==> src/rtl/bottle_fill_ctrl.sv <==
// Bottle-fill sequencer: drives the pill counter controls, holds the BCD
// per-bottle capacity, detects bottle completion and counts filled bottles
// toward the batch target.
module bottle_fill_ctrl #(
   parameter int unsigned BOTTLE_TARGET = 10,
   parameter int unsigned SWAP_CYCLES   = 4
) (
   input  logic       CLK,
   input  logic       RST,
   input  logic       start,
   input  logic       pause,
   input  logic       set_mode,
   input  logic       incL,
   input  logic       incH,
   input  logic       ack_full,
   input  logic [3:0] cntL,
   input  logic [3:0] cntH,
   output logic       EN_work,
   output logic       EN_set,
   output logic       set,
   output logic       isWork,
   output logic       conti,
   output logic [3:0] maxL,
   output logic [3:0] maxH,
   output logic [3:0] bottlesL,
   output logic [3:0] bottlesH,
   output logic       allFull,
   output logic       err,
   output logic [2:0] state
);

   localparam int unsigned DW = 4;
   localparam int unsigned SW = 3;
   localparam int unsigned CW = 8;

   // Batch target split into BCD digits for comparison with the bottle count
   localparam logic [DW-1:0] TGT_L     = DW'(BOTTLE_TARGET % 10);
   localparam logic [DW-1:0] TGT_H     = DW'(BOTTLE_TARGET / 10);
   localparam logic [CW-1:0] SWAP_LOAD = CW'(SWAP_CYCLES - 1);

   typedef enum logic [SW-1:0] {
      S_IDLE  = 3'd0,
      S_SETUP = 3'd1,
      S_ARM   = 3'd2,
      S_FILL  = 3'd3,
      S_SWAP  = 3'd4,
      S_HOLD  = 3'd5,
      S_FULL  = 3'd6
   } state_e;

   state_e        state_q, state_d;
   logic [DW-1:0] maxl_q, maxl_d;
   logic [DW-1:0] maxh_q, maxh_d;
   logic [DW-1:0] botl_q, botl_d;
   logic [DW-1:0] both_q, both_d;
   logic [CW-1:0] swap_cnt_q, swap_cnt_d;
   logic          err_q, err_d;
   logic          full_q, full_d;
   logic          pend_q, pend_d;
   logic          conti_q, conti_d;
   logic          en_work_q, en_work_d;
   logic          en_set_q, en_set_d;
   logic          set_q, set_d;
   logic          is_work_q, is_work_d;
   logic          done_c;
   logic [2*DW-1:0] bot_inc_c;

   // Single BCD digit increment, 9 wraps to 0
   function automatic logic [DW-1:0] bcd_inc(input logic [DW-1:0] d);
      return (d >= 4'd9) ? 4'd0 : d + 4'd1;
   endfunction

   // Two-digit BCD increment saturating at 99
   function automatic logic [2*DW-1:0] bcd_sat_inc(input logic [2*DW-1:0] v);
      logic [2*DW-1:0] r;
      if (v == 8'h99) begin
         r = v;
      end else if (v[DW-1:0] >= 4'd9) begin
         r = {bcd_inc(v[2*DW-1:DW]), 4'd0};
      end else begin
         r = {v[2*DW-1:DW], v[DW-1:0] + 4'd1};
      end
      return r;
   endfunction

   // Next-state, datapath updates and per-state counter controls
   always_comb begin
      state_d    = state_q;
      maxl_d     = maxl_q;
      maxh_d     = maxh_q;
      botl_d     = botl_q;
      both_d     = both_q;
      swap_cnt_d = swap_cnt_q;
      err_d      = err_q;
      full_d     = full_q;
      pend_d     = pend_q;
      conti_d    = 1'b0;
      done_c     = 1'b0;
      bot_inc_c  = bcd_sat_inc({both_q, botl_q});

      case (state_q)
         S_IDLE: begin
            if (set_mode) begin
               state_d = S_SETUP;
            end else if (start) begin
               if (maxl_q == 4'd0 && maxh_q == 4'd0) begin
                  err_d = 1'b1;
               end else begin
                  state_d = S_ARM;
                  botl_d  = 4'd0;
                  both_d  = 4'd0;
                  err_d   = 1'b0;
               end
            end
         end
         S_SETUP: begin
            if (incL) maxl_d = bcd_inc(maxl_q);
            if (incH) maxh_d = bcd_inc(maxh_q);
            if (set_mode) state_d = S_IDLE;
         end
         S_ARM: begin
            state_d = S_FILL;
         end
         S_FILL: begin
            done_c = (cntL == maxl_q) && (cntH == maxh_q);
            if (done_c) begin
               // completion beats a coincident pause; the pause is deferred
               state_d    = S_SWAP;
               swap_cnt_d = SWAP_LOAD;
               pend_d     = pause;
               both_d     = bot_inc_c[2*DW-1:DW];
               botl_d     = bot_inc_c[DW-1:0];
            end else if (pause) begin
               state_d = S_HOLD;
            end
         end
         S_SWAP: begin
            if (pause) pend_d = 1'b1;
            if (swap_cnt_q == '0) begin
               if (botl_q == TGT_L && both_q == TGT_H) begin
                  state_d = S_FULL;
                  full_d  = 1'b1;
                  pend_d  = 1'b0;
               end else if (pend_q || pause) begin
                  state_d = S_HOLD;
                  pend_d  = 1'b0;
               end else begin
                  state_d = S_FILL;
                  conti_d = 1'b1;
               end
            end else begin
               swap_cnt_d = swap_cnt_q - 8'd1;
            end
         end
         S_HOLD: begin
            if (start) begin
               state_d = S_FILL;
               conti_d = 1'b1;
            end
         end
         S_FULL: begin
            if (ack_full) begin
               state_d = S_ARM;
               botl_d  = 4'd0;
               both_d  = 4'd0;
               full_d  = 1'b0;
            end
         end
         default: begin
            state_d = S_IDLE;
         end
      endcase

      // Counter controls follow the state being entered so they align with state
      en_work_d = (state_d == S_IDLE) || (state_d == S_ARM);
      en_set_d  = en_work_d;
      set_d     = ~en_work_d;
      is_work_d = (state_d == S_FILL);
   end

   // State and output registers with synchronous reset
   always_ff @(posedge CLK) begin
      if (RST) begin
         state_q    <= S_IDLE;
         maxl_q     <= 4'd1;
         maxh_q     <= 4'd0;
         botl_q     <= 4'd0;
         both_q     <= 4'd0;
         swap_cnt_q <= '0;
         err_q      <= 1'b0;
         full_q     <= 1'b0;
         pend_q     <= 1'b0;
         conti_q    <= 1'b0;
         en_work_q  <= 1'b1;
         en_set_q   <= 1'b1;
         set_q      <= 1'b0;
         is_work_q  <= 1'b0;
      end else begin
         state_q    <= state_d;
         maxl_q     <= maxl_d;
         maxh_q     <= maxh_d;
         botl_q     <= botl_d;
         both_q     <= both_d;
         swap_cnt_q <= swap_cnt_d;
         err_q      <= err_d;
         full_q     <= full_d;
         pend_q     <= pend_d;
         conti_q    <= conti_d;
         en_work_q  <= en_work_d;
         en_set_q   <= en_set_d;
         set_q      <= set_d;
         is_work_q  <= is_work_d;
      end
   end

   assign EN_work  = en_work_q;
   assign EN_set   = en_set_q;
   assign set      = set_q;
   assign isWork   = is_work_q;
   assign conti    = conti_q;
   assign maxL     = maxl_q;
   assign maxH     = maxh_q;
   assign bottlesL = botl_q;
   assign bottlesH = both_q;
   assign allFull  = full_q;
   assign err      = err_q;
   assign state    = SW'(state_q);

endmodule

==> config.mk <==
export PLATFORM = sky130hd
export DESIGN_NAME = bottle_fill_ctrl
export DESIGN_NICKNAME = d
export VERILOG_FILES = /design/src/rtl/bottle_fill_ctrl.sv
export SDC_FILE = /design/constraint.sdc
export NUM_CORES = 1
export LEC_CHECK = 0
export CAP_MARGIN = 5
export CORE_UTILIZATION = 25
export DETAILED_ROUTE_END_ITERATION = 8
export GPL_TIMING_DRIVEN = 0
export PLACE_DENSITY = 0.45
export SYNTH_ARGS = -nofsm -noshare
export SYNTH_HDL_FRONTEND = slang
export SYNTH_SLANG_ARGS = --single-unit
==> constraint.sdc <==
create_clock -name CLK -period 3.8 [get_ports CLK]
set_input_delay 0.38 -clock CLK [delete_from_list [all_inputs] [get_ports CLK]]
set_output_delay 0.38 -clock CLK [all_outputs]
set_load 0.05 [all_outputs]
==> metrics.txt, run 1 <==
worst reg2reg endpoint bottlesH[2]; hpwl dp 4102 um; Worst-Margin Slew slightly above 0.6 ns; Setup TNS 0 ns; critical path startpoint category register; starting density of the core between 20% and 30%; filler instances 863; number of remaining DRC errors 0; largest net degree at the start of global routing 12; Final ANT Viol Nets 0; TritonCTS clock tree built; Mapped Area between 2000 and 2500 sq um; DR WL/cell 13.57 um; IO Pins between 40 and 50; gr ovfl total 0; initial antenna violation count 0; Critical Path Max Stage Delay between 0.4 and 0.5 ns; hold path endpoint pend_q; die width around 93 um; hold slack ~0.45 ns; R2R Setup Slk 1.51 ns; Max VDD drop 0.0001230 V; Leakage 0.9834 nW; critical path arrival 2.44 ns; top-area cell type share of the netlist area between 30% and 40%; vias in the first global route around 1800; hold path startpoint pend_q; Clock Root Buffer clkbuf_8; Synth warnings 0; Num CTS Buffers 5; final WL approximately 5300 um; crit end category register; Worst Hold Depth 2; ys flop type dfxtp_1; Ant. Diodes 0; hold crit path type reg -> reg; post-DR vias/cell about 5; Setup-failing EPs final 0; core area between 7000 and 8000 sq um; DRT iter0 DRCs 80; postcts setup bufs 0; nets@finish roughly 320; crit-path max FO 10; Final Hold Viols 0; total power 0.8849 mW; pwr dens around 330 nW/um^2; H-tree Lvls 2; RSZ-0062 raised after global routing no; gpl congestion 0.7730; Seq cells post-synth 34; area delta synth->final 30.61%; post-layout minimum cycle time 2.295 ns; slowest CP cell o21bai_1; number of flops mapped to enable cells by yosys 0; die area just under 9000 sq um; CTS Sinks 34; post-synthesis async set-or-reset flop share 0%; Reg2Reg Depth 8; area leader, netlist dfxtp_1; Max Freq approximately 0.44 GHz; Final WS setup 1.505 ns; max cap viols 0; critical path cell sequence inv_1, ha_1, nor3b_1, a41o_1, a22o_1, buf_6, o21bai_1, o221ai_1; Unique masters post-synth 53; Max Transition Viols Final 0; Port Buffer Count slightly above 40; Post-Syn Nets between 200 and 300; Clock Latency Late Sink 0.29 ns; Setup Slack @ Placement 1.342 ns; Synth Instances between 200 and 250; critical path required time a little under 4 ns; cts repair resizes 0; first-pass GRT wire length about 8700 um; clock-pin transition on the worst setup and hold timing paths 0.07 ns; Avg Cell Area, Syn roughly 8.5 sq um; Max transition margin about three fifths; # rows 32; status finished clean; utilization after layout 34.42%; Die Ht 92.96 um; layout cells sized above 1 about 7%; Final Skew roughly 0.012 ns; synth top area cells dfxtp_1 33%, ha_1 9.7%, a21oi_1 4.8%; Pre-antenna DRT Iters 4; DR vias between 1500 and 2000; overall global routing resource usage ~13%; Hold Buf Count CTS 0; CP Class reg -> reg; final worst-path cycle share just over 60%; sequential area share after synthesis ~33%; r2r startpoint bottlesH[1]; Max clock buf depth 2
state kept, by name, summed over array words and instances, names as in the netlist:
name	cells
swap_cnt_q	8
maxL	4
isWork	1
maxH	4
set	1
bottlesH	4
pend_q	1
err	1
conti	1
bottlesL	4
state	3
allFull	1
EN_set	1
logic make-up after synthesis:
family	synth area share [%]
multiplexers	0.4840
AND/OR/NAND/NOR	23.90
AO/OA/AOI/OAI	22.02
adder cells (fa/ha/maj)	9.679
XOR/XNOR	4.658
flip-flops	32.91
buffers and inverters	6.352
synth_stat cells, types with 3 or more instances:
cell	instances
dfxtp_1	34
a21oi_1	20
inv_1	19
ha_1	16
nor2_1	16
nand2_1	11
o21ai_0	11
xnor2_1	10
or4_1	8
nand3_1	6
o31ai_1	6
or3_1	6
nor3_1	5
nor3b_1	5
a211oi_1	4
a31o_2	4
a31oi_1	4
and2_1	4
clkbuf_1	4
nand2b_1	4
a41oi_1	3
and3_1	3
buf_6	3
nor4_1	3
layout by cell type (no fill, tap or decap), types with 4 or more instances in the layout:
cell and instances:
or4_1 8, nand3_1 6, and2_1 4, a31o_2 4
dfxtp_1 34, a211oi_1 4, nand2_1 11, clkbuf_1 4
nor2_1 16, nor3_1 5, or3_1 6, xnor2_1 10
clkdlybuf4s50_1 41, a31oi_1 4, o21ai_0 11, inv_1 19
ha_1 16, clkbuf_8 6, nand2b_1 4, a21oi_1 20
nor3b_1 5, o31ai_1 6
layer usage:
metal | track usage, % | vias to the layer above | wire length [um]
li1 | - | 990 | -
met1 | 15.88 | 923 | 2475
met2 | 21.57 | 44 | 2541
met3 | 3.120 | 7 | 244
met4 | 4.231 | 0 | 70
met5 | 0 | - | 0
worst max-delay path, delay by kind of cell (launching register included):
family,cells,cell delay [ns]
flops,1,0.41
simple gates,1,0.18
fa+ha+maj,1,0.19
compound gates,4,1.15
buf+inv,2,0.23
how the worst max path moves through the flow:
stage / startpoint / endpoint / slack (ns)
CTS: bottlesH[1] / bottlesH[2] / 1.51
detailed placement: set_mode / bottlesH[2] / 1.34
global route: bottlesH[1] / bottlesH[0] / 1.40
finish: bottlesH[1] / bottlesH[2] / 1.51
global placement: set_mode / bottlesH[2] / 1.36
floorplan: bottlesH[1] / bottlesH[2] / 1.38
through the flow:
stage / area, sq um / std cells
after floorplan: 2068 / 242
after global placement: 2606 / 385
after detailed placement: 2606 / 385
after CTS: 2701 / 393
after global routing: 2701 / 393
final: 2701 / 393
report_power, final:
group	total [mW]	switching (mW)	internal, mW
sequential	0.386	0.0176	0.368
clock	0.286	0.141	0.146
combinational	0.213	0.127	0.0859
layout make-up:
class	instances	area [sq um]	share of cell area, %
multi-input cells	180	1256	46.50
plain buffers	9	60.06	2.223
inverters	19	71.32	2.640
well taps	102	127.6	4.724
flip-flops and latches	34	680.7	25.20
repair buffers	41	410.4	15.19
clock buffers	6	82.58	3.057
clock inverters	2	12.51	0.4632
No activity file was read; power rests on OpenSTA's default activity.
==> run 2: changes to the inputs <==
Clock period 3.8 ns to 2.36 ns, I/O delays scaled along.
==> metrics.txt, run 2 (synthesis gave the netlist of run 1 again) <==
status finished clean (unchanged); total power 1.502 mW (was 0.8849 mW); CTS Sinks 34 (unchanged); number of remaining DRC errors 0 (unchanged); postcts setup bufs 0 (unchanged); largest net degree at the start of global routing 12 (unchanged); layout cells sized above 1 7.560% (was 6.873%); final WL 5513 um (was 5332 um); Pre-antenna DRT Iters 4 (unchanged); Final Hold Viols 0 (unchanged); post-layout minimum cycle time 2.146 ns (was 2.295 ns); most frequent cells in the layout 41 x clkdlybuf4s50_1, 33 x dfxtp_1, 20 x a21oi_1 (was 41 x clkdlybuf4s50_1, 34 x dfxtp_1, 20 x a21oi_1); Max transition margin 58.99% (was 58.91%); gpl congestion 0.7612 (was 0.7730); Max clock buf depth 2 (unchanged); max cap viols 0 (unchanged); DRT iter0 DRCs 58 (was 80); DR WL/cell 14.03 um (was 13.57 um); initial antenna violation count 0 (unchanged); Die Ht 92.96 um (unchanged); slowest CP cell or4_1 (was o21bai_1); core area 7848 sq um (unchanged); commonest non-fill, non-tap cell in the layout clkdlybuf4s50_1 (unchanged); critical path arrival 2.37 ns (was 2.44 ns); Num CTS Buffers 5 (unchanged); post-DR vias/cell 4.908 (was 4.997); first-pass GRT wire length 9059 um (was 8714 um); overall global routing resource usage 13.33% (was 12.81%); max reg flops 8 (unchanged); hold crit path type reg -> reg (unchanged); final worst-path cycle share 90.95% (was 60.39%); placed cell area 2608 sq um (was 2606 sq um); IO Pins 42 (unchanged); DR vias 1929 (was 1964); Max Transition Viols Final 0 (unchanged); Setup-failing EPs final 0 (unchanged); # rows 32 (unchanged); die width 92.96 um (unchanged); post-route cell area 2720 sq um (was 2701 sq um); most flop-heavy register swap_cnt_q (unchanged); vias in the first global route 1880 (was 1835); pwr dens 552.4 nW/um^2 (was 327.6 nW/um^2); critical path required time 2.58 ns (was 3.95 ns); crit end category register (unchanged); clock-pin transition on the worst setup and hold timing paths 0.07 ns (about the same); filler instances 861 (was 863); die area 8641 sq um (unchanged); crit-path max FO 10 (unchanged); nets@finish 322 (unchanged); Ant. Diodes 0 (unchanged); critical path startpoint category register (unchanged); Hold Buf Count CTS 0 (unchanged); H-tree Lvls 2 (unchanged); Setup TNS 0 ns (unchanged); TritonCTS clock tree built (unchanged); gr ovfl total 0 (unchanged); Critical Path Max Stage Delay 0.46 ns (was 0.47 ns); Final ANT Viol Nets 0 (unchanged); Worst-Margin Slew 0.6151 ns (was 0.6116 ns); Clock Latency Late Sink 0.29 ns (about the same); cts repair resizes 0 (unchanged); critical path cell sequence inv_1, ha_1, nor3b_1, a41o_1, a22o_1, buf_6, or4_1, a21oi_1 (was inv_1, ha_1, nor3b_1, a41o_1, a22o_1, buf_6, o21bai_1, o221ai_1); Final Skew 0.004373 ns (was 0.01195 ns); Leakage 0.9952 nW (was 0.9834 nW); RSZ-0062 raised after global routing no (unchanged); hpwl dp 4163 um (was 4102 um); starting density of the core 26.36% (unchanged); Port Buffer Count 41 (unchanged); Max VDD drop 0.0001866 V (was 0.0001230 V); Max Freq 0.4659 GHz (was 0.4357 GHz); Clock Root Buffer clkbuf_8 (unchanged); area delta synth->final 31.52% (was 30.61%); hold slack 0.4547 ns (was 0.4515 ns); CP Class reg -> reg (unchanged)
-- run 2: critical path, delay by kind of cell (launching register included) --
kind / cells / cell delay [ns]
AO/OA/AOI/OAI: 3 / 0.67
AND/OR/NAND/NOR: 2 / 0.64
flip-flops: 1 / 0.36
buffers and inverters: 2 / 0.22
adder cells (fa/ha/maj): 1 / 0.19
-- run 2: worst paths after layout --
check / start / endpoint / slack, ns / cells after the start
max reg2reg: bottlesH[1] / bottlesL[2] / 0.21 / 8
max: bottlesH[1] / bottlesL[2] / 0.21 / 8
min: pend_q / pend_q / 0.45 / 2
min reg2reg: pend_q / pend_q / 0.45 / 2
-- run 2: area by class of cell --
class,count,area [sq um],area share [%]
inverter,19,71.32,2.622
timing repair buffer,41,410.4,15.09
clock buffer,5,68.82,2.530
clock inverter,3,40.04,1.472
buffer,9,60.06,2.208
sequential,34,681.9,25.07
tap,102,127.6,4.692
multi-input combinational,180,1260,46.32
-- run 2: stage by stage --
step	instances	utilization (%)	worst slack, ns
2_1_floorplan	242	-	0.07221
3_3_place_gp	385	33.23	0.05778
3_5_place_dp	385	33.23	0.03490
4_1_cts	393	34.61	0.09644
5_1_grt	393	34.66	0.04525
6_report	393	34.66	0.2135
-- run 2: per-layer routing --
metal / routed length, um / track usage, % / vias up
met3: 167 / 2.791 / 8
met1: 2658 / 16.53 / 902
met4: 71 / 4.231 / 0
met5: 0 / 0 / -
met2: 2616 / 22.86 / 35
li1: - / - / 984
-- run 2: power by group --
group	switching (mW)	internal, mW
clock network	0.222	0.311
logic	0.207	0.139
registers	0.0292	0.593
